--- config.mk ---
export PLATFORM = sky130hd
export DESIGN_NAME = nibble_update_sched
export DESIGN_NICKNAME = d
export VERILOG_FILES = /design/src/rtl/nibble_update_sched_pkg.sv /design/src/rtl/nibble_update_sched_btn_edge_sync.sv /design/src/rtl/nibble_update_sched.sv
export SDC_FILE = /design/constraint.sdc
export NUM_CORES = 1
export LEC_CHECK = 0
export BUFFER_PORTS_ARGS = -buffer_cell sky130_fd_sc_hd__buf_4
export CORE_AREA = 2 2 89 91
export DETAILED_ROUTE_END_ITERATION = 7
export DIE_AREA = 0 0 91 93
export SETUP_SLACK_MARGIN = 0.15
export SYNTH_ARGS = -nofsm -noshare
export SYNTH_HDL_FRONTEND = slang
export SYNTH_HIERARCHICAL = 1
export SYNTH_SLANG_ARGS = --single-unit
export TNS_END_PERCENT = 100
--- constraint.sdc ---
create_clock -name i_clk -period 1.5 [get_ports i_clk]
set_input_delay 0.3 -clock i_clk [delete_from_list [all_inputs] [get_ports i_clk]]
set_output_delay 0.3 -clock i_clk [all_outputs]
set_load 0.01 [all_outputs]
--- src/rtl/nibble_update_sched_pkg.sv ---
// Shared types and helpers for the nibble update scheduler.
package nibble_update_sched_pkg;

  localparam int NNIB = 4;

  localparam logic ADD = 1'b0;
  localparam logic SUB = 1'b1;

  typedef enum logic [1:0] {
    ST_IDLE  = 2'd0,
    ST_ISSUE = 2'd1,
    ST_WRITE = 2'd2
  } state_t;

  // First set bit of req searching upward from ptr, wrapping mod 4.
  // Only meaningful when req is non-zero; returns ptr otherwise.
  function automatic logic [1:0] rr_pick(input logic [NNIB-1:0] req,
                                         input logic [1:0]      ptr);
    logic [1:0] idx;
    logic       found;
    rr_pick = ptr;
    found   = 1'b0;
    for (int k = 0; k < NNIB; k++) begin
      idx = ptr + 2'(k);
      if (!found && req[idx]) begin
        rr_pick = idx;
        found   = 1'b1;
      end
    end
  endfunction

endpackage

--- src/rtl/nibble_update_sched_btn_edge_sync.sv ---
// Single-bit synchronizer followed by a one-cycle rising-edge pulse.
// SYNC_STAGES must be at least 2.
module btn_edge_sync #(
  parameter int SYNC_STAGES = 2
) (
  input  logic i_clk,
  input  logic i_rst,
  input  logic i_btn,
  output logic o_pulse
);

  logic [SYNC_STAGES-1:0] r_sync;
  logic                   r_prev;

  // Shift the raw input through the sync chain and keep one cycle of history.
  always_ff @(posedge i_clk) begin
    if (i_rst) begin
      r_sync <= '0;
      r_prev <= 1'b0;
    end else begin
      r_sync <= {r_sync[SYNC_STAGES-2:0], i_btn};
      r_prev <= r_sync[SYNC_STAGES-1];
    end
  end

  assign o_pulse = r_sync[SYNC_STAGES-1] & ~r_prev;

endmodule

--- src/rtl/nibble_update_sched.sv ---
// Round-robin scheduler sharing one external 4-bit add/sub unit across the
// four nibbles of a 16-bit display number.
//
// state    | meaning
// ST_IDLE  | no operation in flight; picks next pending nibble
// ST_ISSUE | operands for nibble r_sel presented to the shared unit
// ST_WRITE | operands held; result written back at the clock edge
module nibble_update_sched
  import nibble_update_sched_pkg::*;
#(
  parameter logic [15:0] INIT_VALUE  = 16'hABCD,
  parameter logic [3:0]  STEP        = 4'h1,
  parameter int          SYNC_STAGES = 2
) (
  input  logic        i_clk,
  input  logic        i_rst,
  input  logic [3:0]  i_btn,
  input  logic [3:0]  i_sw,
  output logic [3:0]  o_alu_a,
  output logic [3:0]  o_alu_b,
  output logic        o_alu_ctrl,
  input  logic [3:0]  i_alu_s,
  output logic [15:0] o_num,
  output logic [3:0]  o_grant,
  output logic        o_busy,
  output logic        o_drop
);

  state_t          r_state;
  logic [1:0]      r_sel;
  logic [1:0]      r_rr_ptr;
  logic [15:0]     r_num;
  logic [NNIB-1:0] r_pending;
  logic [NNIB-1:0] r_dir;
  logic [NNIB-1:0] r_grant;
  logic            r_busy;
  logic            r_drop;
  logic [3:0]      r_alu_a;
  logic            r_alu_ctrl;

  logic [NNIB-1:0] w_edge;
  logic [NNIB-1:0] w_clr;
  logic [NNIB-1:0] w_set;
  logic [1:0]      w_pick;

  for (genvar g = 0; g < NNIB; g++) begin : g_btn
    btn_edge_sync #(.SYNC_STAGES(SYNC_STAGES)) u_sync (
      .i_clk   (i_clk),
      .i_rst   (i_rst),
      .i_btn   (i_btn[g]),
      .o_pulse (w_edge[g])
    );
  end

  // A nibble being written back frees its pending slot this cycle, so a
  // coincident edge on it is accepted rather than dropped.
  assign w_clr  = (r_state == ST_WRITE) ? (4'b0001 << r_sel) : 4'b0000;
  assign w_set  = w_edge & (~r_pending | w_clr);
  assign w_pick = rr_pick(r_pending, r_rr_ptr);

  // Request latch: accept edges, capture direction, flag dropped requests.
  always_ff @(posedge i_clk) begin
    if (i_rst) begin
      r_pending <= '0;
      r_dir     <= '0;
      r_drop    <= 1'b0;
    end else begin
      r_pending <= (r_pending & ~w_clr) | w_edge;
      r_dir     <= (r_dir & ~w_set) | (i_sw & w_set);
      r_drop    <= |(w_edge & r_pending & ~w_clr);
    end
  end

  // Scheduler FSM with registered unit operands and status outputs.
  always_ff @(posedge i_clk) begin
    if (i_rst) begin
      r_state    <= ST_IDLE;
      r_sel      <= 2'd0;
      r_rr_ptr   <= 2'd0;
      r_num      <= INIT_VALUE;
      r_grant    <= '0;
      r_busy     <= 1'b0;
      r_alu_a    <= 4'h0;
      r_alu_ctrl <= ADD;
    end else begin
      case (r_state)
        ST_IDLE: begin
          if (|r_pending) begin
            r_sel      <= w_pick;
            r_grant    <= 4'b0001 << w_pick;
            r_busy     <= 1'b1;
            r_alu_a    <= r_num[{w_pick, 2'b00} +: 4];
            r_alu_ctrl <= r_dir[w_pick];
            r_state    <= ST_ISSUE;
          end
        end
        ST_ISSUE: begin
          r_state <= ST_WRITE;
        end
        ST_WRITE: begin
          r_num[{r_sel, 2'b00} +: 4] <= i_alu_s;
          r_rr_ptr   <= r_sel + 2'd1;
          r_grant    <= '0;
          r_busy     <= 1'b0;
          r_alu_a    <= 4'h0;
          r_alu_ctrl <= ADD;
          r_state    <= ST_IDLE;
        end
        default: begin
          r_grant    <= '0;
          r_busy     <= 1'b0;
          r_alu_a    <= 4'h0;
          r_alu_ctrl <= ADD;
          r_state    <= ST_IDLE;
        end
      endcase
    end
  end

  assign o_alu_a    = r_alu_a;
  assign o_alu_b    = STEP;
  assign o_alu_ctrl = r_alu_ctrl;
  assign o_num      = r_num;
  assign o_grant    = r_grant;
  assign o_busy     = r_busy;
  assign o_drop     = r_drop;

endmodule

Word-level counts from Yosys, hierarchy flattened
Index checks and enable logic that the tools add are counted.
{"block": "word_totals", "regBits": 53, "out_inout_bits": 31, "word_cells": 97}
{"block": "classes", "add_sub_neg": 5, "n_lt_le_gt_ge": 5, "eq_ne": 3, "shift": 5, "n_mux": 28, "bitwise": 21, "reduce_logical": 11}
{"op": "4-bit bitwise AND", "n": 6}
{"op": "16-bit bitwise mux", "n": 1}
{"op": "4-bit one-hot mux with 2 select lines", "n": 2}
{"op": "4-bit by 6-bit variable shift with 16-bit output, first input constant", "n": 1}
{"op": "16-bit by 5-bit indexed part select with 4-bit output", "n": 1}
{"op": "4-bit by 6-bit indexed part select with 16-bit output", "n": 1}
{"op": "2-bit by 3-bit less-than comparator with 1-bit output, second input constant", "n": 5}
{"op": "4-bit two-way mux", "n": 3}
{"op": "4-bit NOT", "n": 3}
{"op": "4-bit bitwise OR", "n": 3}
{"op": "1-bit binary-select mux with 2-bit select", "n": 5}
{"op": "1-bit two-way mux", "n": 10}
{"op": "2-bit two-way mux", "n": 4}
{"op": "4-bit OR reduction", "n": 2}
{"op": "1-bit by 2-bit << shifter with 4-bit output, first input constant", "n": 2}
{"op": "4-bit negation with 6-bit output", "n": 1}
{"op": "1-bit NOT", "n": 5}
{"op": "2-bit by 1-bit adder with 2-bit output, second input constant", "n": 2}
{"op": "2-bit adder, second input constant", "n": 2}
{"op": "1-bit bitwise AND", "n": 4}
{"op": "1-bit one-hot mux with 2 select lines", "n": 2}
{"op": "2-bit one-hot mux with 2 select lines", "n": 1}
{"op": "2-bit AND reduction", "n": 2}
{"op": "1-bit logical AND", "n": 3}
{"op": "other kinds (5)", "n": 7}

Depth between registers and ports, before layout
{"block": "logic_depth", "ltp_word": 16, "ltp_mapped": 6, "depth_no_buf": 6}

Modules after synthesis
Netlist, hierarchy kept.
{"mod": "nibble_update_sched", "n_inst": 1, "cells_each": 197, "area_each_um2": 1864.3}
{"mod": "btn_edge_sync", "n_inst": 4, "cells_each": 7, "area_each_um2": 87.6}

Worst setup path before layout
OpenSTA, ideal clock, no wires.
{"block": "synth_timing", "path_type": "flip-flop to flip-flop", "startpoint": "register r_sel[0]", "endpoint": "register r_num[12] (netlist: o_num[12])", "t_arrival_ns": 1.561, "setup_slack_ns": -0.127, "stages_incl_launch_ff": 6, "period_less_slack_ns": 1.627, "path_cell_list": "dfxtp_1 -> inv_1 -> ha_1 -> nor4_1 -> a22oi_1 -> nor2_1"}
{"block": "synth_via", "elab_chain_cells": 3, "word_cells_on_any_way": 4, "classes_between": "add/sub (1); shift (2); mux (1)"}
{"element": "from (decl)", "line": "nibble_update_sched.sv:30", "text": "logic [1:0] r_sel;"}
{"element": "from (signal assigned)", "line": "nibble_update_sched.sv:89", "text": "r_sel <= w_pick;"}
{"element": "4-bit negation with 6-bit output (*)", "line": "nibble_update_sched.sv:101", "text": "r_num[{r_sel, 2'b00} +: 4] <= i_alu_s;"}
{"element": "4-bit by 6-bit indexed part select with 16-bit output or 4-bit by 6-bit variable shift with 16-bit output (tied branches)", "line": "nibble_update_sched.sv:101"}
{"element": "16-bit bitwise mux (*)", "line": "nibble_update_sched.sv:101"}
{"element": "to (signal, indexed assignment)", "line": "nibble_update_sched.sv:101"}
{"element": "to (decl)", "line": "nibble_update_sched.sv:32", "text": "logic [15:0] r_num;"}
Every way passes the cells marked *; elsewhere a longest branch is shown, timed or not.
A chain may end at the register's enable or synchronous reset.

Worst setup path after layout
{"block": "layout_timing", "startpoint": "register r_pending[0]", "endpoint": "register r_alu_a[3] (netlist: o_alu_a[3])"}
{"block": "layout_via", "elab_chain_cells": 15, "word_cells_on_any_way": 26, "classes_between": "eq/ne (1); shift (1); mux (16); reduce/logical (8)"}
{"element": "from (decl)", "line": "nibble_update_sched.sv:33", "text": "logic [NNIB-1:0] r_pending;"}
{"element": "from (signal assigned)", "line": "nibble_update_sched.sv:68", "text": "r_pending <= (r_pending & ~w_clr) | w_edge;"}
{"element": "1-bit binary-select mux with 2-bit select", "line": "nibble_update_sched_pkg.sv:25", "text": "if (!found && req[idx]) begin"}
{"element": "1-bit two-way mux (not written as such)", "line": "nibble_update_sched_pkg.sv:25"}
{"element": "1-bit two-way mux", "line": "nibble_update_sched_pkg.sv:25"}
{"element": "1-bit logical NOT", "line": "nibble_update_sched_pkg.sv:25"}
{"element": "1-bit logical AND", "line": "nibble_update_sched_pkg.sv:25"}
{"element": "1-bit two-way mux", "line": "nibble_update_sched_pkg.sv:25"}
{"element": "1-bit logical NOT", "line": "nibble_update_sched_pkg.sv:25"}
{"element": "1-bit logical AND", "line": "nibble_update_sched_pkg.sv:25"}
{"element": "1-bit two-way mux", "line": "nibble_update_sched_pkg.sv:25"}
{"element": "1-bit logical NOT", "line": "nibble_update_sched_pkg.sv:25"}
{"element": "1-bit logical AND", "line": "nibble_update_sched_pkg.sv:25"}
{"element": "2-bit two-way mux", "line": "nibble_update_sched_pkg.sv:25"}
{"element": "16-bit by 5-bit indexed part select with 4-bit output", "line": "nibble_update_sched.sv:92", "text": "r_alu_a <= r_num[{w_pick, 2'b00} +: 4];"}
{"element": "4-bit two-way mux", "line": "nibble_update_sched.sv:88", "text": "if (|r_pending) begin"}
{"element": "4-bit one-hot mux with 2 select lines", "line": "nibble_update_sched.sv:86", "text": "case (r_state)"}
{"element": "to (signal assigned)", "line": "nibble_update_sched.sv:92"}
{"element": "to (decl)", "line": "nibble_update_sched.sv:38", "text": "logic [3:0] r_alu_a;"}
Several ways; a longest one is shown, not always the timed one. The select of a mux whose other input is x is not followed.

==> flow_metrics.env <==
export IMPL_grt_antenna_before_repair=0
export IMPL_gpl_wtd_cong=0.774
export IMPL_postSynthAreaPerCell_um2=9.84
export IMPL_internal_dissipation_mw=2.16
export IMPL_number_of_max_cap_violations=0
export IMPL_worst_setup_path_end_kind="flop"
export IMPL_switchingPower_uw=867
export IMPL_post_route_cells_drive_above_1_share_pct=47.2
export IMPL_cts_inserted_buffers=5
export IMPL_worstPathCellList="buf_6 > a2111oi_4 > buf_4 > nor2_4 > buf_12 > mux2i_2 > o221ai_1"
export IMPL_crit_path_top_delay_cell="dfxtp_4"
export IMPL_grt_start_max_net_pins=30
export IMPL_power_static_leakage_nw=1.41
export IMPL_wirelength_um=5980
export IMPL_cts_hold_buffers=0
export IMPL_drtPass1Iterations=4
export IMPL_peakVddDrop_uv=406
export IMPL_critPathKind="flop to flop"
export IMPL_maxClockFrequency_mhz=596
export IMPL_power_clock_fraction_pct=28.3
export IMPL_num_io_pins=45
export IMPL_via_count=1966
export IMPL_failed_checks="setup timing"
export IMPL_final_min_clock_period_ns=1.68
export IMPL_setup_violations_final=11
export IMPL_class_of_the_tightest_hold_or_removal_check="input port to flop"
export IMPL_path_max_fanout=7
export IMPL_fin_ws_ns=-0.178
export IMPL_vias_in_the_first_global_route=1750
export IMPL_floorplan_die_area_um2=8460
export IMPL_sort_of_element_at_the_start_of_the_critical_path="flop"
export IMPL_wl_per_cell_um=14.6
export IMPL_worst_setup_hold_path_clk_slew_ns=0.11
export IMPL_hpwlAfterDp_um=4000
export IMPL_critPathRequiredTime_ns=1.69
export IMPL_vias_per_cell=4.78
export IMPL_antenna_left=0
export IMPL_run_status="finished, violations left"
export IMPL_report_final_hold_viol_count=0
export IMPL_detail_route_drc_violations=0
export IMPL_synth_area_um2=2210
export IMPL_sw_frac_of_total_pct=28.7
export IMPL_n_antenna_cell=0
export IMPL_synth_enable_flop_cells=0
export IMPL_die_w_um=91
export IMPL_dieHeight_um=93
export IMPL_powerDensity_nw_per_um2=909
export IMPL_final_fill_count=748
export IMPL_postSynth_asyncResetShare_pct=0
export IMPL_port_buffer_count=40
export IMPL_crit_path_max_incr_delay_ns=0.37
export IMPL_initial_core_util_pct=29.4
export IMPL_clock_root_buffer="clkbuf_8"
export IMPL_finalHoldWorstSlack_ns=0.190
export IMPL_dr_first_iter_drc_count=134
export IMPL_ys_dominant_reg_cell="dfxtp_1"
export IMPL_share_comb_of_total_power_pct=21.4
export IMPL_cts_path_max_buffers=2
export IMPL_gr_usage_all_layers_pct=12.7
export IMPL_clk_latency_ns=0.31
export IMPL_place_detailed_instances=382
export IMPL_worst_skew_ns=0.0122
export IMPL_global_route_wire_length_before_repair_um=8740
export IMPL_tritoncts="done"
export IMPL_grt_remaining_overflow=0
export IMPL_rsz0062_at_grt="yes"
export IMPL_finalCritPeriodShare_pct=112
export IMPL_core_rowCount=32
export IMPL_ys_seq_area_share_pct=47.9
export IMPL_cts_htree_levels=2
export IMPL_synth_seq_cells=53
export IMPL_finish_cell_count_without_fillers=411
export IMPL_worstPathArrival_ns=1.87
export IMPL_dpl_worst_slack_ns=-0.217
export IMPL_synthCells=225
export IMPL_share_of_power_burned_in_registers_pct=50.3
export IMPL_synth_cell_types=42
export IMPL_maxSlewViolCount=0
export IMPL_floorplan_core_area_um2=7530
export IMPL_areaGrowthSynthToFinish_pct=50.3
export IMPL_clk_sinks=53
export IMPL_yosysWarningCount=6
export IMPL_nets=328
==> per-stage QoR <==
stage | cell area [um^2] | util (%) | total power, mW | TNS, ns
after CTS | 3060 | 40.6 | 2.96 | -0.980
after global placement | 2820 | 37.4 | 2.04 | -0.409
after detailed placement | 2820 | 37.4 | 2.05 | -1.10
final | 3330 | 44.2 | 3.03 | -0.913
after global routing | 3330 | 44.2 | 3.18 | -1.97
after floorplan | 2290 | - | 1.85 | 0
==> kinds of logic after synthesis <==
family | synth area share [%]
and+or+nand+nor | 20.1
DFF | 47.9
AOI/OAI and AO/OA | 17.7
buffers and inverters | 4.18
muxes | 6.33
adders and majority gates | 3.39
other | 0.339
==> synthesized netlist by cell type (4+ instances only) <==
| cell type | n | area, um^2 |
|---|---|---|
| dfxtp_1 | 53 | 1060 |
| nor2_1 | 29 | 109 |
| nand2_1 | 16 | 60.1 |
| mux2i_1 | 14 | 140 |
| nor2b_1 | 12 | 75.1 |
| a21oi_1 | 11 | 55.1 |
| nand3_1 | 9 | 45.0 |
| a221o_1 | 7 | 70.1 |
| a22oi_1 | 6 | 45.0 |
| ha_1 | 6 | 75.1 |
| o221ai_1 | 6 | 52.6 |
| buf_4 | 5 | 37.5 |
| a21boi_0 | 4 | 30.0 |
| inv_1 | 4 | 15.0 |
| nor2b_2 | 4 | 35.0 |
==> routing by layer <==
metal,wire length (um),vias to the layer above,GRT usage [%]
li1,-,961,-
met3,280,6,2.74
met2,2930,59,20.8
met5,0,-,0
met4,40,0,2.65
met1,2730,940,17.3
==> cells in the final DEF (no fill, tap or decap), types with 5 or more instances in the layout <==
master / n
o221ai_1: 6
clkbuf_8: 5
buf_6: 12
a221o_1: 7
mux2i_1: 11
nor2_1: 28
nand2_1: 9
nor2b_1: 12
nand3_1: 8
buf_4: 70
dfxtp_1: 46
a21oi_1: 9
==> critical path: cells and delay by family, from the launching register on <==
family | cells | cell delay, ns
DFF | 1 | 0.37
and+or+nand+nor | 1 | 0.04
buffers and inverters | 3 | 0.47
AOI/OAI and AO/OA | 2 | 0.45
muxes | 1 | 0.22
==> repair_timing <==
action,CTS,global route
endpoints found under the setup margin,31,31
pin swaps,6,28
gates cloned,1,1
buffers inserted,8,11
gates resized for setup,23,39
hold endpoints to repair,0,0
==> registers in the layout, indices dropped and copies added (netlist names), 2 cells and up, named ones only <==
signal and flops:
o_grant 4, r_sel 2, o_num 16, r_rr_ptr 2
g_btn.u_sync/r_prev 4, r_pending 4, o_alu_a 4, g_btn.u_sync/r_sync 8
r_state 2
==> layout make-up <==
class / count / area, um^2 / area share (%)
multi-input cells: 160 / 1300 / 39.2
flip-flops and latches: 53 / 1080 / 32.4
repair buffers: 84 / 701 / 21.0
well taps: 102 / 128 / 3.83
clock buffers: 5 / 68.8 / 2.07
clock inverters: 3 / 28.8 / 0.864
inverters: 4 / 20.0 / 0.601
==> path summary, 6_finish.rpt <==
check	cells past startpoint	slack [ns]	from	endpoint
worst max-delay path	7	-0.18	r_pending[0]	o_alu_a[3]
worst min-delay path	2	0.19	i_btn[3]	g_btn[3].u_sync/r_sync[0]
worst max register to register	7	-0.18	r_pending[0]	o_alu_a[3]
worst min register to register	1	0.45	g_btn[1].u_sync/r_sync[0]	g_btn[1].u_sync/r_sync[1]
==> power by group through the flow <==
stage	clock network [mW]	logic [mW]	registers [mW]
3_3_place_gp	0	0.479	1.56
5_1_grt	0.951	0.697	1.53
2_1_floorplan	0	0.284	1.57
3_5_place_dp	0	0.488	1.56
6_report	0.857	0.647	1.52
4_1_cts	0.885	0.547	1.52
(Power assumes the default switching activity.)
